**src/rtl/syn_fifo_pkg.sv**
```systemverilog
// Shared constants for the syn_fifo family (FIFO and its read engine).
//   DEF_WIDTH  : default data width
//   FIFO_SIZE  : default FIFO depth
//   OBUF_DEPTH : entries in the reader output buffer (fixed at 2)
//   CNT_W      : width of the output buffer occupancy count (0..2)
//   PTR_WIDTH  : pointer width needed to address a given depth
package syn_fifo_pkg;

   localparam int unsigned DEF_WIDTH  = 8;
   localparam int unsigned FIFO_SIZE  = 16;
   localparam int unsigned OBUF_DEPTH = 2;
   localparam int unsigned CNT_W      = 2;

   // Address width for a memory of 'depth' entries (minimum 1 bit).
   function automatic int unsigned PTR_WIDTH(input int unsigned depth);
      return (depth > 1) ? $clog2(depth) : 1;
   endfunction

endpackage

```
**src/rtl/syn_fifo_obuf.sv**
```systemverilog
// Two-entry output buffer for syn_fifo_reader: circular storage with head,
// tail and occupancy count. Push and pop in the same cycle are legal.
// Ports:
//   clk, rst          : clock, asynchronous active-low reset
//   i_push, i_wdata   : capture i_wdata into the tail entry
//   i_pop             : retire the head entry
//   o_count           : occupancy, 0..2
//   o_data            : head entry
module syn_fifo_obuf
   import syn_fifo_pkg::*;
#(
   parameter int unsigned WIDTH = DEF_WIDTH
) (
   input  logic             clk,
   input  logic             rst,
   input  logic             i_push,
   input  logic [WIDTH-1:0] i_wdata,
   input  logic             i_pop,
   output logic [CNT_W-1:0] o_count,
   output logic [WIDTH-1:0] o_data
);

   logic [WIDTH-1:0] r_buf [OBUF_DEPTH];
   logic             r_head;
   logic             r_tail;
   logic [CNT_W-1:0] r_count;

   // Storage, pointers and count; a simultaneous push/pop moves both pointers
   // and leaves the count unchanged.
   always_ff @(posedge clk or negedge rst) begin
      if (!rst) begin
         r_buf[0] <= '0;
         r_buf[1] <= '0;
         r_head   <= 1'b0;
         r_tail   <= 1'b0;
         r_count  <= '0;
      end else begin
         if (i_push) begin
            r_buf[r_tail] <= i_wdata;
            r_tail        <= ~r_tail;
         end
         if (i_pop) begin
            r_head <= ~r_head;
         end
         r_count <= r_count + CNT_W'(i_push) - CNT_W'(i_pop);
      end
   end

   assign o_count = r_count;
   assign o_data  = r_buf[r_head];

endmodule

```
**src/rtl/syn_fifo_reader.sv**
```systemverilog
// Read engine that drains a syn_fifo and presents its words as a valid/ready
// stream, hiding the FIFO's one-cycle read latency with a 2-entry buffer.
// Optional feature: define READER_LAST_EN to generate m_last every BURST_LEN
// words; otherwise m_last is tied to 0.
// Ports:
//   clk, rst         : clock, asynchronous active-low reset
//   enable           : permits new FIFO reads (buffered words always drain)
//   fifo_empty       : FIFO empty flag
//   fifo_underflow   : FIFO underflow flag
//   fifo_rdata       : FIFO read data, valid the cycle after fifo_rd_en
//   fifo_rd_en       : FIFO read request (combinational)
//   m_valid/m_ready  : output handshake
//   m_data           : head-of-buffer word
//   err_underflow    : sticky underflow indication
//   m_last           : last word of a burst
module syn_fifo_reader
   import syn_fifo_pkg::*;
#(
   parameter int unsigned WIDTH     = DEF_WIDTH,
   parameter int unsigned BURST_LEN = 4
) (
   input  logic             clk,
   input  logic             rst,
   input  logic             enable,
   input  logic             fifo_empty,
   input  logic             fifo_underflow,
   input  logic [WIDTH-1:0] fifo_rdata,
   output logic             fifo_rd_en,
   output logic             m_valid,
   input  logic             m_ready,
   output logic [WIDTH-1:0] m_data,
   output logic             err_underflow,
   output logic             m_last
);

   logic             r_rd_pending;
   logic             r_err_underflow;
   logic [CNT_W-1:0] w_count;
   logic [WIDTH-1:0] w_head_data;
   logic             w_pop;
   logic [2:0]       w_occupancy;

   assign w_pop   = m_valid && m_ready;
   assign m_valid = (w_count != '0);
   assign m_data  = w_head_data;

   // Occupancy after this edge, counting the read already in flight; a new
   // read is only issued if its word is guaranteed a free buffer slot.
   // Gated by rst so no word is pulled out of the FIFO and lost during reset.
   assign w_occupancy = 3'(w_count) + 3'(r_rd_pending) - 3'(w_pop);
   assign fifo_rd_en  = rst && enable && !fifo_empty && (w_occupancy < 3'(OBUF_DEPTH));

   // In-flight read marker and sticky underflow flag.
   always_ff @(posedge clk or negedge rst) begin
      if (!rst) begin
         r_rd_pending    <= 1'b0;
         r_err_underflow <= 1'b0;
      end else begin
         r_rd_pending <= fifo_rd_en;
         if (fifo_underflow) begin
            r_err_underflow <= 1'b1;
         end
      end
   end

   assign err_underflow = r_err_underflow;

   syn_fifo_obuf #(
      .WIDTH (WIDTH)
   ) u_obuf (
      .clk     (clk),
      .rst     (rst),
      .i_push  (r_rd_pending),
      .i_wdata (fifo_rdata),
      .i_pop   (w_pop),
      .o_count (w_count),
      .o_data  (w_head_data)
   );

`ifdef READER_LAST_EN
   localparam logic [7:0] LAST_IDX = 8'(BURST_LEN - 1);

   logic [7:0] r_bcnt;

   // Burst position; only pops move it, so m_last holds during stalls.
   always_ff @(posedge clk or negedge rst) begin
      if (!rst) begin
         r_bcnt <= 8'd0;
      end else if (w_pop) begin
         r_bcnt <= m_last ? 8'd0 : r_bcnt + 8'd1;
      end
   end

   assign m_last = m_valid && (r_bcnt == LAST_IDX);
`else
   logic w_unused_burst_len;

   assign w_unused_burst_len = ^BURST_LEN;
   assign m_last             = 1'b0;
`endif

endmodule
```
**config.mk**
```make
export PLATFORM = sky130hd
export DESIGN_NAME = syn_fifo_reader
export DESIGN_NICKNAME = d
export VERILOG_FILES = /design/src/rtl/syn_fifo_pkg.sv /design/src/rtl/syn_fifo_obuf.sv /design/src/rtl/syn_fifo_reader.sv
export SDC_FILE = /design/constraint.sdc
export NUM_CORES = 1
export LEC_CHECK = 0
export BUFFER_PORTS_ARGS = -buffer_cell sky130_fd_sc_hd__buf_2
export CORE_MARGIN = 10
export CORE_UTILIZATION = 54
export DETAILED_ROUTE_END_ITERATION = 6
export PLACE_DENSITY = 0.81
export SLEW_MARGIN = 0
export SYNTH_ARGS = -nofsm -noshare
export SYNTH_HDL_FRONTEND = slang
export SYNTH_SLANG_ARGS = --single-unit
export TNS_END_PERCENT = 5
```
**constraint.sdc**
```tcl
create_clock -name clk -period 3.65 [get_ports clk]
set_clock_uncertainty 0.1 [all_clocks]
set_input_delay 0.365 -clock clk [delete_from_list [all_inputs] [get_ports clk]]
set_output_delay 0.365 -clock clk [all_outputs]
set_load 0.05 [all_outputs]
```
-- Yosys cells after proc, flatten, opt, wreduce, memory -nomap -nowiden
Index checks and enable logic that the tools add are counted.
Widths: inputs -> output; s select.
- input port bits: 14
- output and inout port bits: 12
- logic and storage cells: 32
- bits in registers: 22
- add/sub/neg operators: 4
- bitwise operators: 4
- order comparisons: 4
- mux-type cells: 6
- reduce and logical (&&, ||, !) cells: 7
- operators by type and width (operator ; count):
    $mux 8 ; 4
    $bwmux 16 ; 1
    $demux 8 s1 ; 1
    $logic_and 1x1->1 ; 5
    $ge 2x2->1 const B ; 2
    $not 1->2 ; 2
    $add 2x1->3 ; 1
    $lt 3x2->1 const B ; 1
    $sub 3x1->3 ; 1
    $add 2x1->2 ; 1
    $lt 2x1->1 const B ; 1
    $not 1->1 ; 2
    $reduce_bool 2->1 ; 1
    $sub 2x1->2 ; 1
    $logic_not 1->1 ; 1

-- Logic depth before layout (Yosys ltp)
- word-level depth: 6
- gate-level depth with buffers: 7

-- Cells and area by module
A second synthesis with hierarchy kept.
- cell total of the unflattened synthesis: 70
- area total of the unflattened synthesis: 1048.5 um^2
- by module, submodules not included (module ; area each (um^2) ; times used ; cells each ; sequential area each (um^2)):
    syn_fifo_obuf ; 899.6 ; 1 ; 56 ; 500.5
    syn_fifo_reader ; 148.9 ; 1 ; 14 ; 50.0

-- Worst setup path after synthesis
Ideal clock, no wire load.
- path kind: register -> output
- start: reg u_obuf.r_count[1], in the netlist u_obuf.o_count[1]
- end: out fifo_rd_en
- data required time: 3.185 ns
- path buffers: 0
- stages on the path, launching flop included: 7
- data arrival time: 3.106 ns
- setup slack: 0.079 ns
- cells stage by stage: dfrtp_1 o21a_1 ha_1 inv_1 ha_1 fa_1 nor4_1
- cells in the longest elaborated chain, start to end: 5
- elaborated cells between the ends (all ways): 6
- classes of those cells: add/sub: 2; order compare: 1; reduce/logical: 3
- RTL lines (what ; line ; source):
    start: declaration ; syn_fifo_obuf.sv:26 ; logic [CNT_W-1:0] r_count;
    start signal: assignment ; syn_fifo_obuf.sv:45 ; r_count <= r_count + CNT_W'(i_push) - CNT_W'(i_pop);
    $reduce_bool 2->1 ; syn_fifo_reader.sv:44 ; assign m_valid = (w_count != '0);
    $logic_and 1x1->1 ; syn_fifo_reader.sv:43 ; assign w_pop = m_valid && m_ready;
    via u_obuf.i_pop ; syn_fifo_obuf.sv:18 ; input logic i_pop,
    $sub 3x1->3 ; syn_fifo_reader.sv:50 ; assign w_occupancy = 3'(w_count) + 3'(r_rd_pending) - 3'(w_pop);
    via w_occupancy[1] ; syn_fifo_reader.sv:41 ; logic [2:0] w_occupancy;
    $lt 3x2->1 ; syn_fifo_reader.sv:51 ; assign fifo_rd_en = rst && enable && !fifo_empty && (w_occupancy < 3'(OBUF_DEPTH));
    $logic_and 1x1->1 ; syn_fifo_reader.sv:51 ;
    end: declaration ; syn_fifo_reader.sv:28 ; output logic fifo_rd_en,
The timed path passes the listed nets, and every way through them passes these cells.

-- Final worst setup path
Same ends and word-level chain as after synthesis.

==> reports/summary.log <==
[run_status] status completed
[clocking] H-tree Lvls 1
[layout] fraction of final layout cells with drive strength greater than 1 59.1%
[global_routing] number of global-route vias before repair 693
[route] Starting DRT DRC Count 3
[route] detailed-routing iteration count for the pre-antenna-repair pass 3
[floorplan] Core ar. 1750 um^2
[route] post-DR vias/cell 4.84
[global_routing] largest net degree at the start of global routing 24
[yosys] number of flops mapped to enable cells by yosys 0
[yosys] cell types with the largest area share after synthesis sky130_fd_sc_hd__dfrtp_1, sky130_fd_sc_hd__mux2_2, sky130_fd_sc_hd__mux2_4
[hold_path] worst min-delay path endpoint r_rd_pending
[timing] minimum period implied by the final worst setup slack 3.11 ns
[critical_path] Setup CP Type reg2out
[critical_path] worst flop-to-flop path startpoint u_obuf.o_count[1]
[timing] total of endpoints with negative setup slack in the final report 0
[clocking] clock buffer count from CTS 3
[hold_path] worst hold path class in2reg
[timing] max-slew violation count 0
[yosys] Post-synth top cells sky130_fd_sc_hd__dfrtp_1, sky130_fd_sc_hd__mux2_2, sky130_fd_sc_hd__mux2_4
[hold_path] Hold Path Origin fifo_empty
[layout] Sequential Area 551 um^2
[yosys] top-count cell post-synth sky130_fd_sc_hd__dfrtp_1
[layout] Final Instance Count excl. Fillers 118
[placement] I/O Buffers 24
[clocking] clock tree from TritonCTS done
[yosys] share of Yosys cell area claimed by the top area cell type 54.7%
[placement] last weighted congestion value of the routability-driven placer 0.800
[route] via count 571
[floorplan] number of top-level pins 26
[global_routing] antenna violations before repair 0
[layout] layout net count 111
[layout] antenna cells 0
[critical_path] data arrival at the endpoint of the critical path 2.65 ns
[floorplan] initial core utilization 57.7%
[yosys] Mapped Cells 67
[yosys] unique cell type count in the Yosys netlist 18
[timing] setup repair after global routing missed its margin no
[floorplan] width of the die 63.2 um
[yosys] most used flip-flop cell after synthesis sky130_fd_sc_hd__dfrtp_1
[hold_path] number of instances on the worst hold path 2
[global_routing] overall fraction of global-route tracks in use 10.1%
[yosys] cell type with the largest total area after synthesis sky130_fd_sc_hd__dfrtp_1
[timing] final-layout setup total negative slack 0 ns
[yosys] fraction of registers with async set/reset 100%
[timing] part of the cycle the worst path needs 85.3%
[critical_path] largest fanout on the critical path 3
[clocking] post-CTS clock slew at the launch and capture registers of the worst setup and hold paths 0.12 ns
[timing] timing-limited maximum frequency 321 MHz
[critical_path] Data required, critical path 3.18 ns
[critical_path] R2R Setup Slk 1.41 ns
[global_routing] global-route wire length before repair 3370 um
[route] DRC errors left 0
[global_routing] grt total ovfl 0
[clocking] CTS-repair resized insts 0
[timing] slew at the pin closest to its max-slew limit 0.609 ns
[layout] synthesis-to-finish area growth 18.9%
[yosys] Seq cells post-synth 22
[run] total of max-cap violations 0
[yosys] number of warnings issued by yosys 0
[placement] placed cell count 113
[yosys] mean instance size in the synthesized netlist 15.0 um^2
[floorplan] # rows 15
[clocking] CTS sink cnt 22
[clocking] worst-case clock buffer depth 2
[clocking] clock tree root buffer cell sky130_fd_sc_hd__clkbuf_4
[floorplan] die extent in y 63.2 um
[yosys] netlist area before placement 1010 um^2
[critical_path] number of cells on the worst reg-to-reg path 6
[route] routed wirelength normalized by instance count 15.7 um
[clocking] insertion delay to the later sink of the worst-skew pair 0.30 ns
[timing] Final Hold Violating Endpoints 0
[critical_path] capturing point of the worst reg2reg path r_rd_pending
[timing] Relative slew margins 59.2%
[critical_path] kind of start point of the critical path register
[placement] total half-perimeter wirelength after legalization and detailed placement 1370 um
[critical_path] element type at the critical path end primary output
[floorplan] overall die area 3990 um^2
[layout] Fill cells 132
[yosys] Syn Nets 84
[route] Routed Wire Length 1850 um
[layout] combined area of the multi-input logic cells 418 um^2
[yosys] share of synthesized area occupied by flip-flops and latches 54.7%
[route] number of nets with antenna violations after detailed routing 0
logic make-up after synthesis:
| group | count (synthesis) | synth area share [%] |
|---|---|---|
| AO/OA/AOI/OAI | 1 | 0.746 |
| XOR/XNOR | 3 | 2.61 |
| adder cells (fa/ha/maj) | 3 | 4.47 |
| buffers and inverters | 7 | 3.85 |
| flip-flops | 22 | 54.7 |
| multiplexers | 24 | 29.8 |
| other | 1 | 0.372 |
| AND/OR/NAND/NOR | 6 | 3.48 |
stage by stage:
stage | util (%) | area [um^2] | worst slack (ns) | hold WS [ns]
2_1_floorplan | - | 1010 | 0.0788 | -0.0306
3_3_place_gp | 65.0 | 1130 | 1.03 | 0.258
3_5_place_dp | 65.0 | 1130 | 0.853 | 0.260
4_1_cts | 68.6 | 1200 | 0.517 | 0.124
5_1_grt | 68.6 | 1200 | 0.319 | 0.123
6_report | 68.6 | 1200 | 0.536 | 0.133
repair_timing:
item                       in CTS  in global routing
hold buffers                    1                  0
buffers inserted                0                  0
setup endpoints to repair       0                  0
hold endpoints to repair       22                  0
cell usage in the layout, fill, tap and decap left out:
cell type / instances
sky130_fd_sc_hd__xnor2_1: 1
sky130_fd_sc_hd__xor2_1: 2
sky130_fd_sc_hd__nand2_1: 2
sky130_fd_sc_hd__dfrtp_1: 22
sky130_fd_sc_hd__dlygate4sd3_1: 1
sky130_fd_sc_hd__ha_1: 2
sky130_fd_sc_hd__nor4_1: 1
sky130_fd_sc_hd__nor2b_2: 1
sky130_fd_sc_hd__clkbuf_4: 3
sky130_fd_sc_hd__conb_1: 1
sky130_fd_sc_hd__buf_2: 24
sky130_fd_sc_hd__mux2_4: 8
sky130_fd_sc_hd__nand2_2: 1
sky130_fd_sc_hd__bufinv_16: 1
sky130_fd_sc_hd__o21a_1: 1
sky130_fd_sc_hd__mux2_2: 16
sky130_fd_sc_hd__or2_2: 1
sky130_fd_sc_hd__fa_1: 1
sky130_fd_sc_hd__inv_1: 4
final cells by class:
| cell class | instances | share of cell area, % |
|---|---|---|
| clock buffers | 3 | 1.88 |
| clock inverters | 1 | 2.51 |
| inverters | 4 | 1.25 |
| multi-input cells | 38 | 34.9 |
| flip-flops and latches | 22 | 46.0 |
| well taps | 25 | 2.61 |
| repair buffers | 25 | 10.9 |
metal layers:
metal / track usage, % / part of all wire [%] / vias up
li1: - / - / 276
met1: 12.6 / 46 / 279
met2: 16.6 / 48 / 14
met3: 3.18 / 5.4 / 2
met4: 2.46 / 0.65 / 0
met5: 0 / 0 / -
critical path, stage by stage (launching register included):
cell and delay (ns):
sky130_fd_sc_hd__dfrtp_1 0.42, sky130_fd_sc_hd__o21a_1 0.22, sky130_fd_sc_hd__ha_1 0.28, sky130_fd_sc_hd__inv_1 0.04, sky130_fd_sc_hd__ha_1 0.18, sky130_fd_sc_hd__fa_1 0.46
sky130_fd_sc_hd__nor4_1 0.42, sky130_fd_sc_hd__buf_2 0.35
worst max-delay path by stage:
| stage | from | end | cells past startpoint |
|---|---|---|---|
| floorplan | u_obuf.o_count[1] | fifo_rd_en | 6 |
| detailed placement | u_obuf.o_count[1] | fifo_rd_en | 7 |
| global placement | u_obuf.o_count[1] | fifo_rd_en | 7 |
| CTS | u_obuf.o_count[1] | fifo_rd_en | 7 |
| global route | u_obuf.o_count[1] | fifo_rd_en | 7 |
| finish | u_obuf.o_count[1] | fifo_rd_en | 7 |
flip-flops by register name, summed over array words and instances, names as in the netlist:
register / count
u_obuf.r_buf: 16
u_obuf.o_count: 2
err_underflow: 1
r_rd_pending: 1
u_obuf.r_head: 1
u_obuf.r_tail: 1
Power is left out: the tool's default activity adds up to more than one toggle a clock period on the data nets, which glitch-free logic cannot reach.
